## src/rtl/led_pattern_gen.sv

```systemverilog
// LED pattern generator: a programmable prescaler steps an N-bit LED vector
// through rotate-left, rotate-right, bounce or binary-count patterns.
module led_pattern_gen #(
  parameter int unsigned N        = 3,
  parameter int unsigned PERIOD_W = 32
) (
  input  logic                clk,
  input  logic                resetn,
  input  logic                enable,
  input  logic [1:0]          mode,
  input  logic [PERIOD_W-1:0] period,
  output logic [N-1:0]        led,
  output logic                tick,
  output logic                dir
);

  typedef enum logic [1:0] {
    ROT_L  = 2'd0,
    ROT_R  = 2'd1,
    BOUNCE = 2'd2,
    COUNT  = 2'd3
  } mode_t;

  localparam logic [N-1:0] LED_ONE = {{(N-1){1'b0}}, 1'b1};

  mode_t               mode_in;
  mode_t               mode_q, mode_q_nxt;
  logic [PERIOD_W-1:0] cnt, cnt_nxt;
  logic [N-1:0]        led_nxt, step_led, init_led;
  logic                tick_nxt, dir_nxt, step_dir;

  assign mode_in  = mode_t'(mode);
  assign init_led = (mode_in == COUNT) ? '0 : LED_ONE;

  // Pattern advance for the registered mode, used only when a step fires.
  always_comb begin
    step_led = led;
    step_dir = dir;
    unique case (mode_q)
      ROT_L:  step_led = {led[N-2:0], led[N-1]};
      ROT_R:  step_led = {led[0], led[N-1:1]};
      BOUNCE: begin
        if (!dir && led[N-1]) begin
          step_dir = 1'b1;
          step_led = led >> 1;
        end else if (dir && led[0]) begin
          step_dir = 1'b0;
          step_led = led << 1;
        end else if (dir) begin
          step_led = led >> 1;
        end else begin
          step_led = led << 1;
        end
      end
      COUNT:  step_led = led + LED_ONE;
    endcase
  end

  // Reset and mode change both reload the initial pattern; reset leaves
  // mode_q at ROT_L so a non-zero mode is re-applied on the first free edge.
  always_comb begin
    mode_q_nxt = mode_q;
    cnt_nxt    = cnt;
    led_nxt    = led;
    dir_nxt    = dir;
    tick_nxt   = 1'b0;
    if (!resetn) begin
      mode_q_nxt = ROT_L;
      cnt_nxt    = '0;
      led_nxt    = init_led;
      dir_nxt    = 1'b0;
    end else if (mode_in != mode_q) begin
      mode_q_nxt = mode_in;
      cnt_nxt    = '0;
      led_nxt    = init_led;
      dir_nxt    = 1'b0;
    end else if (enable) begin
      if (cnt >= period) begin
        cnt_nxt  = '0;
        tick_nxt = 1'b1;
        led_nxt  = step_led;
        dir_nxt  = step_dir;
      end else begin
        cnt_nxt = cnt + PERIOD_W'(1);
      end
    end
  end

  always_ff @(posedge clk) begin
    mode_q <= mode_q_nxt;
    cnt    <= cnt_nxt;
    led    <= led_nxt;
    tick   <= tick_nxt;
    dir    <= dir_nxt;
  end

endmodule

```

## config.mk

```make
export PLATFORM = sky130hd
export DESIGN_NAME = led_pattern_gen
export DESIGN_NICKNAME = d
export VERILOG_FILES = /design/src/rtl/led_pattern_gen.sv
export SDC_FILE = /design/constraint.sdc
export NUM_CORES = 1
export LEC_CHECK = 0
export CAP_MARGIN = 20
export CORE_ASPECT_RATIO = 0.7
export CORE_MARGIN = 1
export CORE_UTILIZATION = 52
export DETAILED_ROUTE_END_ITERATION = 7
export DONT_BUFFER_PORTS = 1
export PLACE_DENSITY = 0.69
export SETUP_SLACK_MARGIN = 0.2
export SLEW_MARGIN = 20
export SYNTH_ARGS = -nofsm -noshare
export SYNTH_HDL_FRONTEND = slang
export SYNTH_SLANG_ARGS = --single-unit
```

## constraint.sdc

```tcl
create_clock -name clk -period 4.59 [get_ports clk]
set_input_delay 0.459 -clock clk [delete_from_list [all_inputs] [get_ports clk]]
set_output_delay 0.459 -clock clk [all_outputs]
set_load 0.005 [all_outputs]
```

==> metrics.md, run 1 <==
| Metric | Value |
|---|---|
| Fillers | `~460` |
| Starting Density | `55.1%` |
| Drt wl/cell | `~14 microns` |
| Hold Path End | `mode_q[1]` |
| Top sig layer | `met4` |
| Chip Width | `just under 90 microns` |
| Largest net degree at the start of global routing | `20` |
| Post-Syn Area | `2680 sq um` |
| Fin nets | `392` |
| Clk sinks | `39` |
| Core ar. | `4860 sq um` |
| PostCTS Resize Cnt | `0` |
| Core Rows | `21` |
| Post-synth EDFFs | `3` |
| DR WL met2 | `~2200 microns` |
| Via count | `2089` |
| Area leader, netlist | `dfxtp_1` |
| Area growth, synth to finish | `6.31%` |
| # DRC | `0` |
| Routability cong. | `0.803` |
| IO Count | `42` |
| Yosys reg bits | `39` |
| Worst slew margin | `43.0%` |
| CP Capture Type | `flop` |
| Crit-path max cell delay | `0.65 ns` |
| Initial antenna violation count | `0` |
| # hold bufs at CTS | `0` |
| Fin. max-slew vios | `0` |
| Data required, critical path | `~4.8 ns` |
| Crit share post-route | `62.2%` |
| Net Count, Synth | `392` |
| Minimum clock period | `2.86 ns` |
| Hold Path Stages | `1` |
| Worst path arrival time | `roughly 3.0 ns` |
| Slowest-stage cell, CP | `a31oi_2` |
| Clk slew on worst S/H paths | `0.07 ns` |
| DR iter-0 viols | `100` |
| Count leader, synth | `nor2_1` |
| Worst vdd ir | `roughly 0.00015 V` |
| Skew final | `0.00834 ns` |
| Static leakage | `1.24 nW` |
| Status | `finished clean` |
| Antenna diodes | `0` |
| Kind of critical path | `reg -> reg` |
| Share of flip-flops with an asynchronous set or reset | `0%` |
| Worst Setup Start Kind | `flop` |
| TNS Setup | `0 ns` |
| Yosys top cell area share | `26.9%` |
| First drt pass iteration count | `4` |
| Final ANT Viol Nets | `0` |
| Final hold slack | `roughly 0.28 ns` |
| Critical register-to-register path startpoint | `cnt[2]` |
| HP Class | `in -> reg` |
| Max Fclk | `0.350 GHz` |
| Most frequent cells after synthesis | `nor2_1, dfxtp_1, inv_1, ha_1, nand4_1` |
| Post-Layout Cell Count | `391` |
| Setup Viol. Count Final | `0` |
| Post-CTS setup buffers | `0` |
| Root Buffer | `clkbuf_8` |
| Crit path max fanout | `19` |
| Number of buffers created by CTS | `5` |
| Distinct cells, synth | `between 40 and 50` |
| First-pass GRT wire length | `around 8400 microns` |
| Mapped Avg Cell Area | `8.34 sq um` |
| Max Cap Viol | `0` |
| Main synth FF type | `dfxtp_1` |
| Post-Place Cells | `383` |
| Fin. Hold Viols | `0` |
| Clk_lat worst skew | `about 0.30 ns` |
| Reg2reg path depth | `8` |
| Die Span Y | `between 60 and 70 microns` |
| DRT met1 WL | `2950 microns` |
| Pwr dens | `249 nW/um^2` |
| HPWL after detailed placement | `around 4200 microns` |
| RSZ-0062 raised after global routing | `false` |
| Number of global-route vias before repair | `1790` |
| Met3 wire length | `159 microns` |
| Vias per cell | `5.34` |
| Crit Reg-Reg Endpoint | `cnt[9]` |
| H-tree depth | `2` |
| Final wirelength | `5290 microns` |
| Warnings from Yosys | `0` |
| Port bufs | `0` |
| Synth area leaders | `dfxtp_1, ha_1, nor2_1` |
| Worst-path cell chain | `ha_1, nor3_1, or3_1, o41ai_2, o41ai_4, a31oi_2, buf_4, nor2_1` |
| Clk buf depth | `2` |
| CTS tree | `built` |
| Post-placement cell area | `2730 sq um` |
| Grt ovf | `0` |
| Die area | `between 5000 and 6000 sq um` |
| Finished Cell Area | `2850 sq um` |
| Seq/Total Area, Yosys | `30.3%` |
| Total track usage | `between 20% and 30%` |
| Worst reg-to-reg setup slack | `1.73 ns` |
| Mapped Cells | `321` |
| Worst-margin pin slew | `about 0.85 ns` |
| Layout cells sized above 1 | `4.35%` |
| Hold_sp | `mode[1]` |
==> per-layer routing <==
| layer | global-route usage [%] | vias up |
|---|---|---|
| li1 | - | 1123 |
| met1 | 32.3 | 928 |
| met2 | 27.6 | 34 |
| met3 | 4.36 | 4 |
| met4 | 7.03 | 0 |
| met5 | 0 | - |
==> report_power, final <==
| part | leakage [nW] | switching (mW) | internal, mW |
|---|---|---|---|
| Clock | 0.0612 | 0.121 | 0.176 |
| Combinational | 0.851 | 0.0324 | 0.0225 |
| Sequential | 0.323 | 0.00864 | 0.348 |
| Total | 1.24 | 0.162 | 0.546 |
==> final cells by class <==
class / count / area [sq um] / share of cell area (%)
multi-input combinational: 238 / 1690 / 59.3
sequential: 39 / 811 / 28.5
inverter: 36 / 135 / 4.75
tap: 69 / 86.3 / 3.03
clock buffer: 6 / 82.6 / 2.90
clock inverter: 2 / 35.0 / 1.23
timing repair buffer: 1 / 7.51 / 0.264
==> metrics by stage <==
| step | setup WS (ns) | power, mW | util (%) |
|---|---|---|---|
| floorplan | 2.19 | 0.410 | - |
| global placement | 1.64 | 0.417 | 56.1 |
| detailed placement | 1.55 | 0.420 | 56.1 |
| CTS | 1.67 | 0.715 | 58.6 |
| global route | 1.43 | 0.737 | 58.6 |
| finish | 1.73 | 0.709 | 58.6 |
==> worst max-delay path: cells and delay by family (launching register included) <==
family                   cells  cell delay, ns
AO/OA/AOI/OAI                3            1.19
AND/OR/NAND/NOR              3            0.54
flip-flops                   1            0.43
buffers and inverters        1            0.35
adder cells (fa/ha/maj)      1            0.23
==> cells by family after synthesis <==
logic type	count (synthesis)	share of synthesized area, %
mux	3	1.12
compound gates	40	11.0
fa+ha+maj	34	15.9
flops	39	30.3
xor+xnor	31	10.1
buf+inv	44	6.64
simple gates	130	24.9
==> layout by cell type (no fill, tap or decap), types with 2 or more instances in the layout <==
cell	n
xor2_1	16
nand2_1	17
and3_1	11
nor2_1	41
o21ai_0	3
edfxtp_1	3
o211ai_1	4
nand3_1	17
inv_1	36
dfxtp_1	36
clkbuf_8	6
and4_1	4
xnor2_1	15
a21o_1	5
nor4_1	2
nor3_1	3
nor2b_1	2
a21oi_1	16
nand2b_1	5
and2_1	2
ha_1	34
mux2i_1	3
or3_1	3
a211oi_1	3
nand4_1	18
==> sequential cells by signal, indices dropped and copies added (netlist names) <==
name / count
cnt: 32
dir: 1
led: 3
mode_q: 2
tick: 1
==> how the worst max path moves through the flow <==
| stage | from | to | slack [ns] | cells past startpoint |
|---|---|---|---|---|
| 2_1_floorplan | period[7] | led[0] | 2.19 | 8 |
| 5_1_grt | cnt[30] | cnt[23] | 1.43 | 7 |
| 6_report | cnt[2] | cnt[9] | 1.73 | 8 |
| 3_3_place_gp | period[7] | cnt[6] | 1.64 | 9 |
| 4_1_cts | cnt[30] | cnt[9] | 1.67 | 7 |
| 3_5_place_dp | period[30] | cnt[9] | 1.55 | 8 |
Note: power is estimated with default switching activity, not from simulation.
==> run 2, diff against run 1 <==
--- a/config.mk
+++ b/config.mk
@@ -11,7 +11,7 @@
 export CORE_UTILIZATION = 52
 export DETAILED_ROUTE_END_ITERATION = 7
 export DONT_BUFFER_PORTS = 1
-export PLACE_DENSITY = 0.69
+export PLACE_DENSITY = 0.72
 export SETUP_SLACK_MARGIN = 0.2
 export SLEW_MARGIN = 20
 export SYNTH_ARGS = -nofsm -noshare
==> constraint.sdc (replaced) <==
create_clock -name clk -period 2.55 [get_ports clk]
set_input_delay 0.255 -clock clk [delete_from_list [all_inputs] [get_ports clk]]
set_output_delay 0.255 -clock clk [all_outputs]
set_load 0.005 [all_outputs]
==> run 2 against run 1 <==
  * Sequential share of layout area is 1.9 points lower
  * Fmax is 24% higher
  * Cell area is 8.0% higher
  * Final cell count is 2.8% higher
  * First-iteration DRC count is 7.0% lower
  * Hold slack worse by 0.20 ns
  * Count of clock-buffer cells in the layout is 1 higher
  * Global-route usage is 0.48 points higher
  * Clock skew is 0.0030 ns higher
==> metrics.md, run 2 (synthesized netlist as in run 1, its figures left out) <==
| Metric | Value |
|---|---|
| HP Class | `in -> reg` |
| Clk slew on worst S/H paths | `0.08 ns` |
| Pint | `972 uW` |
| Clk buf depth | `2` |
| Antenna diodes | `0` |
| Root Buffer | `clkbuf_8` |
| Routability cong. | `slightly above 0.8` |
| Kind of critical path | `reg -> reg` |
| Layout cells sized above 1 | `11.4%` |
| Number of global-route vias before repair | `~1800` |
| Worst reg-to-reg setup slack | `0.24 ns` |
| Most frequent cells in the layout | `nor2_1, inv_1, ha_1, dfxtp_1, nand4_1` |
| Post-Layout Cell Count | `about 400` |
| Commonest non-fill, non-tap cell in the layout | `nor2_1` |
| Status | `finished clean` |
| Static leakage | `1.36 nW` |
| CTS tree | `built` |
| Post-Place Cells | `391` |
| Post-placement cell area | `2800 sq um` |
| Fin nets | `403` |
| Number of buffers created by CTS | `5` |
| First-pass GRT wire length | `8630 microns` |
| CP Capture Type | `flop` |
| Post-layout util | `63.2%` |
| Data required, critical path | `2.58 ns` |
| # hold bufs at CTS | `0` |
| Pre-CTS setup slack | `0.229 ns` |
| Fin. Hold Viols | `0` |
| Largest Register | `cnt` |
| Critical register-to-register path startpoint | `cnt[14]` |
| Pwr dens | `420 nW/um^2` |
| Switching power total | `319 uW` |
| Largest registers | `cnt: 32 flops, led: 3 flops, mode_q: 2 flops` |
| Finished Cell Area | `3070 sq um` |
| Final wirelength | `between 5000 and 6000 microns` |
| Worst vdd ir | `0.000188 V` |
| Clock power share | `about two fifths` |
| Initial antenna violation count | `0` |
| Max Cap Viol | `0` |
| Worst path arrival time | `2.34 ns` |
| Area growth, synth to finish | `14.8%` |
| Starting Density | `55.1%` |
| Core Rows | `21` |
| H-tree depth | `2` |
| RSZ-0062 raised after global routing | `false` |
| Core ar. | `a little under 5000 sq um` |
| Combinational Power Share | `a little over a tenth` |
| Die Span Y | `a little over 60 microns` |
| Number of flip-flops in the largest register | `32` |
| Drt wl/cell | `14.4 microns` |
| Final ANT Viol Nets | `0` |
| Chip Width | `between 80 and 90 microns` |
| Fin. max-slew vios | `0` |
| Via count | `2217` |
| Port bufs | `0` |
| Total track usage | `a little over a fifth` |
| Sw Ratio | `between 20% and 30%` |
| Vias per cell | `5.51` |
| Crit path max fanout | `8` |
| Worst Setup Start Kind | `flop` |
| Setup WS post-layout | `around 0.24 ns` |
| Reg power frac | `49.7%` |
| Critical path origin | `cnt[14]` |
| Hold_sp | `mode[0]` |
| First drt pass iteration count | `4` |
| IO Count | `42` |
| Worst slew margin | `72.9%` |
| HPWL after detailed placement | `4250 microns` |
| Clk sinks | `39` |
| Skew final | `0.0114 ns` |
| Minimum clock period | `2.31 ns` |
| Clk_lat worst skew | `approximately 0.30 ns` |
| Grt ovf | `0` |
| DR iter-0 viols | `93` |
| Setup Viol. Count Final | `0` |
| Max Fclk | `0.433 GHz` |
| Die area | `approximately 5400 sq um` |
| TNS Setup | `0 ns` |
| Largest net degree at the start of global routing | `32` |
| # DRC | `0` |
| Worst-margin pin slew | `0.405 ns` |
| Crit share post-route | `90.6%` |
==> run 2: worst max-delay path: stages (launching register included) <==
cell	delay, ns
dfxtp_2	0.35
ha_1	0.32
nand4_1	0.27
o41ai_4	0.48
o41ai_4	0.15
a31oi_4	0.29
buf_12	0.18
==> run 2: repair_timing <==
| action | 4_1_cts | 5_1_grt |
|---|---|---|
| buffers inserted | 0 | 1 |
| endpoints found under the setup margin | 0 | 22 |
| resized for setup | 0 | 20 |
==> run 2: power groups by stage <==
stage / clock network (mW) / logic [mW] / registers, mW
6_report: 0.514 / 0.135 / 0.641
5_1_grt: 0.544 / 0.150 / 0.643
2_1_floorplan: 0 / 0.0887 / 0.648
3_5_place_dp: 0 / 0.103 / 0.656
3_3_place_gp: 0 / 0.100 / 0.656
4_1_cts: 0.526 / 0.104 / 0.642
==> run 2: metrics by stage <==
| stage | total power, mW | hold slack (ns) |
|---|---|---|
| finish | 1.29 | 0.0817 |
| global route | 1.34 | 0.0931 |
| CTS | 1.27 | 0.0754 |
| detailed placement | 0.759 | 0.381 |
| global placement | 0.756 | 0.378 |
| floorplan | 0.737 | 0.377 |
==> run 2: final cells by class <==
cell class | instances | area, sq um
clock inverter | 1 | 8.76
sequential | 39 | 818
inverter | 36 | 135
multi-input combinational | 238 | 1780
fill | 400 | 1790
timing repair buffer | 12 | 138
tap | 69 | 86.3
clock buffer | 7 | 108
==> run 2: metal layers <==
| metal | wire (microns) | vias up | part of all wire [%] | track usage (%) |
|---|---|---|---|---|
| li1 | - | 1147 | - | - |
| met1 | 3190 | 1014 | 55 | 32.5 |
| met2 | 2350 | 53 | 41 | 30.3 |
| met3 | 229 | 3 | 3.9 | 4.62 |
| met4 | 28 | 0 | 0.48 | 4.22 |
| met5 | 0 | - | 0 | 0 |
==> run 2: worst paths after layout <==
kind                                   to  cells past startpoint
worst max-delay path               led[1]                      6
worst min-delay path            mode_q[0]                      1
worst max register to register     led[1]                      6
worst min register to register     cnt[3]                      2
